===== src/rtl/wt_dcache_flush_seq.sv =====
// wt_dcache_flush_seq
// Flush / invalidation sequencer for the write-through L1 data cache.
// It holds off new traffic, waits for the write buffer, read controllers and
// miss unit to go quiet, then walks every set index through the cache-line
// write port and clears all ways. It also owns the effective cache enable.
//
// Ports
//   clk_i, rst_i        clock, synchronous active-high reset
//   flush_i             flush request level from the core
//   flush_ack_o         one-cycle flush-complete pulse
//   enable_i            CSR cache enable
//   cache_en_o          effective cache enable for controllers / write buffer
//   wbuffer_empty_i     write buffer empty
//   ctrl_busy_i         any read controller busy
//   miss_pending_i      miss unit has outstanding transactions
//   hold_o              stall new requests into controllers / miss unit
//   busy_o              sequencer not idle
//   inv_req_o           invalidate request to the cache-line write port
//   inv_idx_o           set index being invalidated
//   inv_we_o            way enables (all ways while inv_req_o is high)
//   inv_ack_i           write port accepted this cycle's invalidate
module wt_dcache_flush_seq #(
    parameter int unsigned NumSets  = 256,
    parameter int unsigned NumWays  = 8,
    parameter int unsigned IdxWidth = $clog2(NumSets)
) (
    input  logic                clk_i,
    input  logic                rst_i,
    input  logic                flush_i,
    output logic                flush_ack_o,
    input  logic                enable_i,
    output logic                cache_en_o,
    input  logic                wbuffer_empty_i,
    input  logic                ctrl_busy_i,
    input  logic                miss_pending_i,
    output logic                hold_o,
    output logic                busy_o,
    output logic                inv_req_o,
    output logic [IdxWidth-1:0] inv_idx_o,
    output logic [NumWays-1:0]  inv_we_o,
    input  logic                inv_ack_i
);

    typedef enum logic [1:0] {
        IDLE,
        DRAIN,
        SWEEP,
        DONE
    } state_e;

    state_e              state_q, state_d;
    logic [IdxWidth-1:0] cnt_q, cnt_d;
    logic                flush_pend_q, flush_pend_d;
    logic                ack_mask_q, ack_mask_d;
    logic                cache_en_q, cache_en_d;

    logic flush_req;
    logic drained;
    logic last_idx;

    // The core may keep flush_i high for one cycle after the ack; ack_mask
    // hides that stale level so it does not start a second sweep.
    assign flush_req = flush_i & ~ack_mask_q;
    assign drained   = wbuffer_empty_i & ~ctrl_busy_i & ~miss_pending_i;
    assign last_idx  = (cnt_q == IdxWidth'(NumSets - 1));

    always_comb begin
        state_d      = state_q;
        cnt_d        = cnt_q;
        flush_pend_d = flush_pend_q;
        ack_mask_d   = 1'b0;
        cache_en_d   = cache_en_q;

        unique case (state_q)
            IDLE: begin
                if (flush_req || (cache_en_q && !enable_i)) begin
                    // Flush and disable share one sweep; the enable drops
                    // on the same edge as hold rises.
                    state_d = DRAIN;
                    if (flush_req) flush_pend_d = 1'b1;
                    if (!enable_i) cache_en_d = 1'b0;
                end else if (enable_i) begin
                    // Enabling needs no sweep: lines were cleared when the
                    // cache was last disabled and hold prevented refills.
                    cache_en_d = 1'b1;
                end
            end
            DRAIN: begin
                // A flush arriving while hold is up merges into this sweep.
                if (flush_req) flush_pend_d = 1'b1;
                if (drained) begin
                    state_d = SWEEP;
                    cnt_d   = '0;
                end
            end
            SWEEP: begin
                if (flush_req) flush_pend_d = 1'b1;
                if (inv_ack_i) begin
                    cnt_d = cnt_q + IdxWidth'(1);  // wraps to 0 after last set
                    if (last_idx) state_d = DONE;
                end
            end
            DONE: begin
                // A request visible here is the one being acked (flush_pend
                // already set); the ack comes from registered state only.
                cache_en_d   = enable_i;
                flush_pend_d = 1'b0;
                ack_mask_d   = flush_pend_q;
                state_d      = IDLE;
            end
            default: state_d = IDLE;
        endcase
    end

    always_ff @(posedge clk_i) begin
        if (rst_i) begin
            // Reset goes straight into a sweep: cache contents are unknown
            // and nothing can be in flight yet, so DRAIN is skipped.
            state_q      <= SWEEP;
            cnt_q        <= '0;
            flush_pend_q <= 1'b0;
            ack_mask_q   <= 1'b0;
            cache_en_q   <= 1'b0;
        end else begin
            state_q      <= state_d;
            cnt_q        <= cnt_d;
            flush_pend_q <= flush_pend_d;
            ack_mask_q   <= ack_mask_d;
            cache_en_q   <= cache_en_d;
        end
    end

    // Outputs depend on registered state only, plus gating while in reset.
    assign busy_o      = rst_i | (state_q != IDLE);
    assign hold_o      = rst_i | (state_q != IDLE);
    assign inv_req_o   = ~rst_i & (state_q == SWEEP);
    assign inv_idx_o   = cnt_q;
    assign inv_we_o    = {NumWays{inv_req_o}};
    assign flush_ack_o = ~rst_i & (state_q == DONE) & flush_pend_q;
    assign cache_en_o  = ~rst_i & cache_en_q;

endmodule

===== config.mk =====
export PLATFORM = sky130hd
export DESIGN_NAME = wt_dcache_flush_seq
export DESIGN_NICKNAME = d
export VERILOG_FILES = /design/src/rtl/wt_dcache_flush_seq.sv
export SDC_FILE = /design/constraint.sdc
export NUM_CORES = 1
export LEC_CHECK = 0
export ABC_CLOCK_PERIOD_IN_PS = 2700
export BUFFER_PORTS_ARGS = -buffer_cell sky130_fd_sc_hd__buf_2
export CAP_MARGIN = 10
export CORE_UTILIZATION = 45
export DETAILED_ROUTE_END_ITERATION = 6
export PLACE_DENSITY_LB_ADDON = 0.12
export RECOVER_POWER = 25
export SKIP_LAST_GASP = 1
export SYNTH_ARGS = -nofsm -noshare
export SYNTH_HDL_FRONTEND = slang
export SYNTH_SLANG_ARGS = --single-unit

===== constraint.sdc =====
create_clock -name clk_i -period 2.7 [get_ports clk_i]
set_clock_uncertainty 0.05 [all_clocks]
set_input_delay 0.135 -clock clk_i [delete_from_list [all_inputs] [get_ports clk_i]]
set_output_delay 0.135 -clock clk_i [all_outputs]
set_load 0.03 [all_outputs]

[Word-level counts from Yosys, hierarchy flattened]
Index checks and enable logic that the tools add are counted.
Storage, ports and cells
  register bits after elaboration: 13
  bits of input ports: 8
  word-level logic and storage cells: 56
Cells by class
  add/subtract/negate cells: 1
  equal/unequal tests: 10
  muxes and demuxes: 15
  bitwise logic cells: 13
  reduce and logical (&&, ||, !) cells: 12
Operators with widths (count)
  2-to-1 mux 8 bit: 2
  one-hot mux 8 bit (2 select lines): 1
  adder 8 x 1 -> 8 bit, second input constant: 1
  equality test 8 bit, second input constant: 1
  2-to-1 mux 2 bit: 4
  != test 2 bit, second input constant: 4
  one-hot mux 2 bit (4 select lines): 1
  AND 1 bit: 7
  != test 3 bit, second input constant: 2
  AND reduction 3 bit: 2
  nonzero test 2 bit: 3
  2-to-1 mux 1 bit: 5
  NOT 1 bit: 5
  equality test 2 bit, second input constant: 2
  AND reduction 4 bit: 1
  OR reduction 2 bit: 2
  one-hot mux 1 bit (3 select lines): 1
  equality test 2 x 1 -> 1 bit, second input constant: 1
  logical NOT 2 bit: 1
  one-hot mux 1 bit (2 select lines): 1
  logical AND 1 bit: 1
  logical NOT 1 bit: 1
  logical OR 1 bit: 1
  bitwise OR 1 bit: 1

[Depth between registers and ports, before layout]
  word-level depth: 5
  gate-level depth with buffers: 7

[Worst setup path before layout]
OpenSTA, ideal clock, no wires.
  kind: reg-to-output
  start point: register state_q[0]
  end point: output port inv_we_o[0]
  arrival: 1.755 ns
  path slack: 0.760 ns
  cell stages (with the launch flop): 7
  cell sequence: dfxtp_1 > inv_1 > ha_1 > buf_2 > inv_1 > nor2_1 > buf_4
On the way
  cells in the longest elaborated chain, start to end: 2
Ends and longest elaborated chain
  start, declared: line 51  | state_e state_q, state_d;
  start signal, assigned: line 125  | state_q <= state_d;
  equality test 2 bit: line 136  | assign inv_req_o = ~rst_i & (state_q == SWEEP);
  AND 1 bit: line 136
  end, declared: line 40  | output logic [NumWays-1:0] inv_we_o,
Every way passes these cells.

[Worst setup path in the final report]
  start point: register state_q[0]
  end point: output port inv_we_o[5]
The elaborated chain is that of the path after synthesis.

==> impl_summary.log <==
INFO  metric insertion_delay = ~270 ps
INFO  metric hold-path-endpoint = cache_en_q$_SDFFE_PP0P_
INFO  metric cpMostUsedCell = sky130_fd_sc_hd__inv_1
INFO  metric timing.rr.start = state_q[0]$_SDFFE_PP0P_
INFO  metric timing.max_cap.violations = 0
INFO  metric grt_pass1_wl = 2730 um
INFO  metric post_route_cells_drive_above_1_share = 0.212
INFO  metric detailed_place.area = 907 um2
INFO  metric placeableCoreArea = ~0.0017 mm2
INFO  metric total_leakage_power = 0.391 nW
INFO  metric holdBufCountCts = 0
INFO  metric antenna_cells_inserted = 0
INFO  metric finalCritPeriodShare = 0.763
INFO  metric die_width = 44.9 um
INFO  metric worst_setup_path_startpoint = state_q[0]$_SDFFE_PP0P_
INFO  metric powerDensity = ~400 mW/mm2
INFO  metric drt-total-wl = approximately 1600 um
INFO  metric first_global_vias = around 620
INFO  metric num_io_pins = 29
INFO  metric timing.critical_path.slowest_stage_cell = sky130_fd_sc_hd__dfxtp_1
INFO  metric worst_slew_pin_slew = roughly 470 ps
INFO  metric seq_cells_post_synth = 13
INFO  metric gp_congestion = between 0.8 and 0.9
INFO  metric start_util = 0.479
INFO  metric dieArea = just over 0.002 mm2
INFO  metric cpPeakStageDelay = about 350 ps
INFO  metric drt-vias-per-instance = 5.26
INFO  metric ir_worst_vdd = around 280 uV
INFO  metric grt.total_usage = 0.185
INFO  metric syn_inst = approximately 100
INFO  metric post_synth_main_area_contributors = sky130_fd_sc_hd__dfxtp_1, sky130_fd_sc_hd__ha_1, sky130_fd_sc_hd__buf_4
INFO  metric nFillCells = about 180
INFO  metric post-place-cells = 139
INFO  metric critical_path_peak_fanout = 9
INFO  metric final_design_instance_area_without_fill = a little over 900 um2
INFO  metric synth.net_count = about 110
INFO  metric antenna_left = 0
INFO  metric tritoncts_clock_tree = yes
INFO  metric grt_max_degree = 15
INFO  metric timing.reg2reg.worst_path_depth = 6
INFO  metric timing.critical_path.to_type = output port
INFO  metric sum_of_negative_setup_slack = 0 ps
INFO  metric cts_inserted_buffers = 3
INFO  metric multi_input_area = approximately 450 um2
INFO  metric routed_wire_length_per_instance = around 11 um
INFO  metric startpoint_type = flip-flop
INFO  metric final-seq-area = between 200 and 300 um2
INFO  metric number_of_cells_on_the_worst_hold_path = 3
INFO  metric detailedRoute.firstPassIterationCount = 4
INFO  metric num_vias = roughly 750
INFO  metric critical_path_required = about 2500 ps
INFO  metric hold_violations = 0
INFO  metric detailedPlacementHpwl = about 1200 um
INFO  metric maximum_operating_frequency = 485 MHz
INFO  metric synth_enable_flop_cells = 0
INFO  metric postCtsSetupBuffers = 0
INFO  metric dieHeight = approximately 45 um
INFO  metric cts_root_buf = sky130_fd_sc_hd__clkbuf_4
INFO  metric netlist_top_cells_count = sky130_fd_sc_hd__dfxtp_1, sky130_fd_sc_hd__nor2_1, sky130_fd_sc_hd__buf_4, sky130_fd_sc_hd__ha_1, sky130_fd_sc_hd__inv_1
INFO  metric synthDistinctLibCells = 35
INFO  metric ctsResizeCount = 0
INFO  metric nets = between 100 and 150
INFO  metric critPathKind = flip-flop to output port
INFO  metric worst_min_delay_path_startpoint = enable_i
INFO  metric clock-sinks = 13
INFO  metric htree_levels = 1
INFO  metric synth_top_cell_area_share = 0.315
INFO  metric finalMaxSlewViolations = 0
INFO  metric seq_area_frac_synth = 0.315
INFO  metric worst-endpoint-arrival = roughly 1900 ps
INFO  metric worstReg2RegEnd = inv_idx_o[6]$_SDFFE_PP0P_
INFO  metric clkTransAtPathRegs = around 80 ps
INFO  metric synth_area = 827 um2
INFO  metric synthArstFlopShare = 0
INFO  metric timing.final.crit_period = between 2000 and 2500 ps
INFO  metric drtIter0Drc = 18
INFO  metric outcome = complete, no violations
INFO  metric ys_warn_count = 0
INFO  metric post_synth.cell_area_avg = 8.35 um2
INFO  metric overflow = 0
INFO  metric layout-area-overhead-vs-synth = 11.8%
INFO  metric timing.critical_path.cells = inv_1 > ha_1 > inv_1 > nor2_1 > buf_2
INFO  metric leading_register_cell_type_out_of_synthesis = sky130_fd_sc_hd__dfxtp_1
INFO  metric netlist.top_cell.by_area = sky130_fd_sc_hd__dfxtp_1
INFO  metric synth_most_common_cell = sky130_fd_sc_hd__dfxtp_1
INFO  metric final-instance-count-excl-fill = about 140
INFO  metric port_buffers = 28
INFO  metric holdCritPathClass = input port to flip-flop
INFO  metric unrepaired_setup_endpoints_after_global_routing = no
INFO  metric cts-root-to-sink-buffers = 2
INFO  metric placement_rows = 15
INFO  metric final-setup-viol-count = 0
INFO  metric reg2reg_slack = between 600 and 700 ps
INFO  metric antenna_found_initial = 0
INFO  metric slew_headroom = 0.687
INFO  metric remaining_drc_errors = 0
## flip-flops by register name, summed over array words and instances (netlist names)
register,flops
inv_idx_o,8
state_q,2
ack_mask_q,1
cache_en_q,1
flush_pend_q,1
## worst max-delay path: cells and delay by family, from the launching register on
| kind | cells | cell delay (ps) |
|---|---|---|
| buffers and inverters | 3 | 560 |
| flip-flops | 1 | 350 |
| adder cells (fa/ha/maj) | 1 | 350 |
| AND/OR/NAND/NOR | 1 | 340 |
## through the flow
| step | utilization | power, W | worst slack (ps) | hold WS, ps |
|---|---|---|---|---|
| 3_5_place_dp | 0.525 | 0.000257 | 697 | 389 |
| 4_1_cts | 0.541 | 0.000377 | 633 | 94.8 |
| 6_report | 0.536 | 0.000371 | 639 | 94.2 |
| 2_1_floorplan | - | 0.000250 | 760 | 189 |
| 3_3_place_gp | 0.525 | 0.000257 | 759 | 367 |
| 5_1_grt | 0.536 | 0.000396 | 400 | 119 |
## cells by family after synthesis
group	share of synthesized area
adder cells (fa/ha/maj)	0.0908
flip-flops	0.315
AO/OA/AOI/OAI	0.180
AND/OR/NAND/NOR	0.233
buffers and inverters	0.138
XOR/XNOR	0.0318
multiplexers	0.0121
## area by class of cell
cell class / count / area share
inverters: 6 / 0.0244
flip-flops and latches: 13 / 0.281
clock buffers: 4 / 0.0284
well taps: 25 / 0.0338
multi-input cells: 67 / 0.490
repair buffers: 28 / 0.142
## where the power goes
part / leakage, nW / switching [W] / total, W / internal (W)
clock: 0.0150 / 0.0000616 / 0.000119 / 0.0000573
combinational: 0.271 / 0.0000367 / 0.0000538 / 0.0000171
sequential: 0.105 / 0.00000374 / 0.000199 / 0.000195
## cell usage in the layout (no fill, tap or decap), types with 4 or more instances in the layout
cell and n:
sky130_fd_sc_hd__ha_1 6, sky130_fd_sc_hd__inv_1 6, sky130_fd_sc_hd__a21oi_1 4, sky130_fd_sc_hd__dfxtp_1 13, sky130_fd_sc_hd__nor2_1 10, sky130_fd_sc_hd__nand3_1 5
sky130_fd_sc_hd__buf_2 21, sky130_fd_sc_hd__nand2_1 4, sky130_fd_sc_hd__clkbuf_1 8
## how the worst max path moves through the flow
| stage | endpoint |
|---|---|
| 5_1_grt | inv_we_o[2] |
| 2_1_floorplan | inv_we_o[0] |
| 3_5_place_dp | inv_idx_o[6]$_SDFFE_PP0P_ |
| 3_3_place_gp | inv_idx_o[6]$_SDFFE_PP0P_ |
| 6_report | inv_we_o[5] |
| 4_1_cts | inv_we_o[5] |
## per-layer routing
metal  vias up  track usage  share of wire
li1        380            -              -
met1       349        0.227           0.47
met2        21        0.309           0.47
met3         2       0.0720          0.050
met4         0       0.0364         0.0098
met5         -            0              0
(Power assumes the default switching activity.)
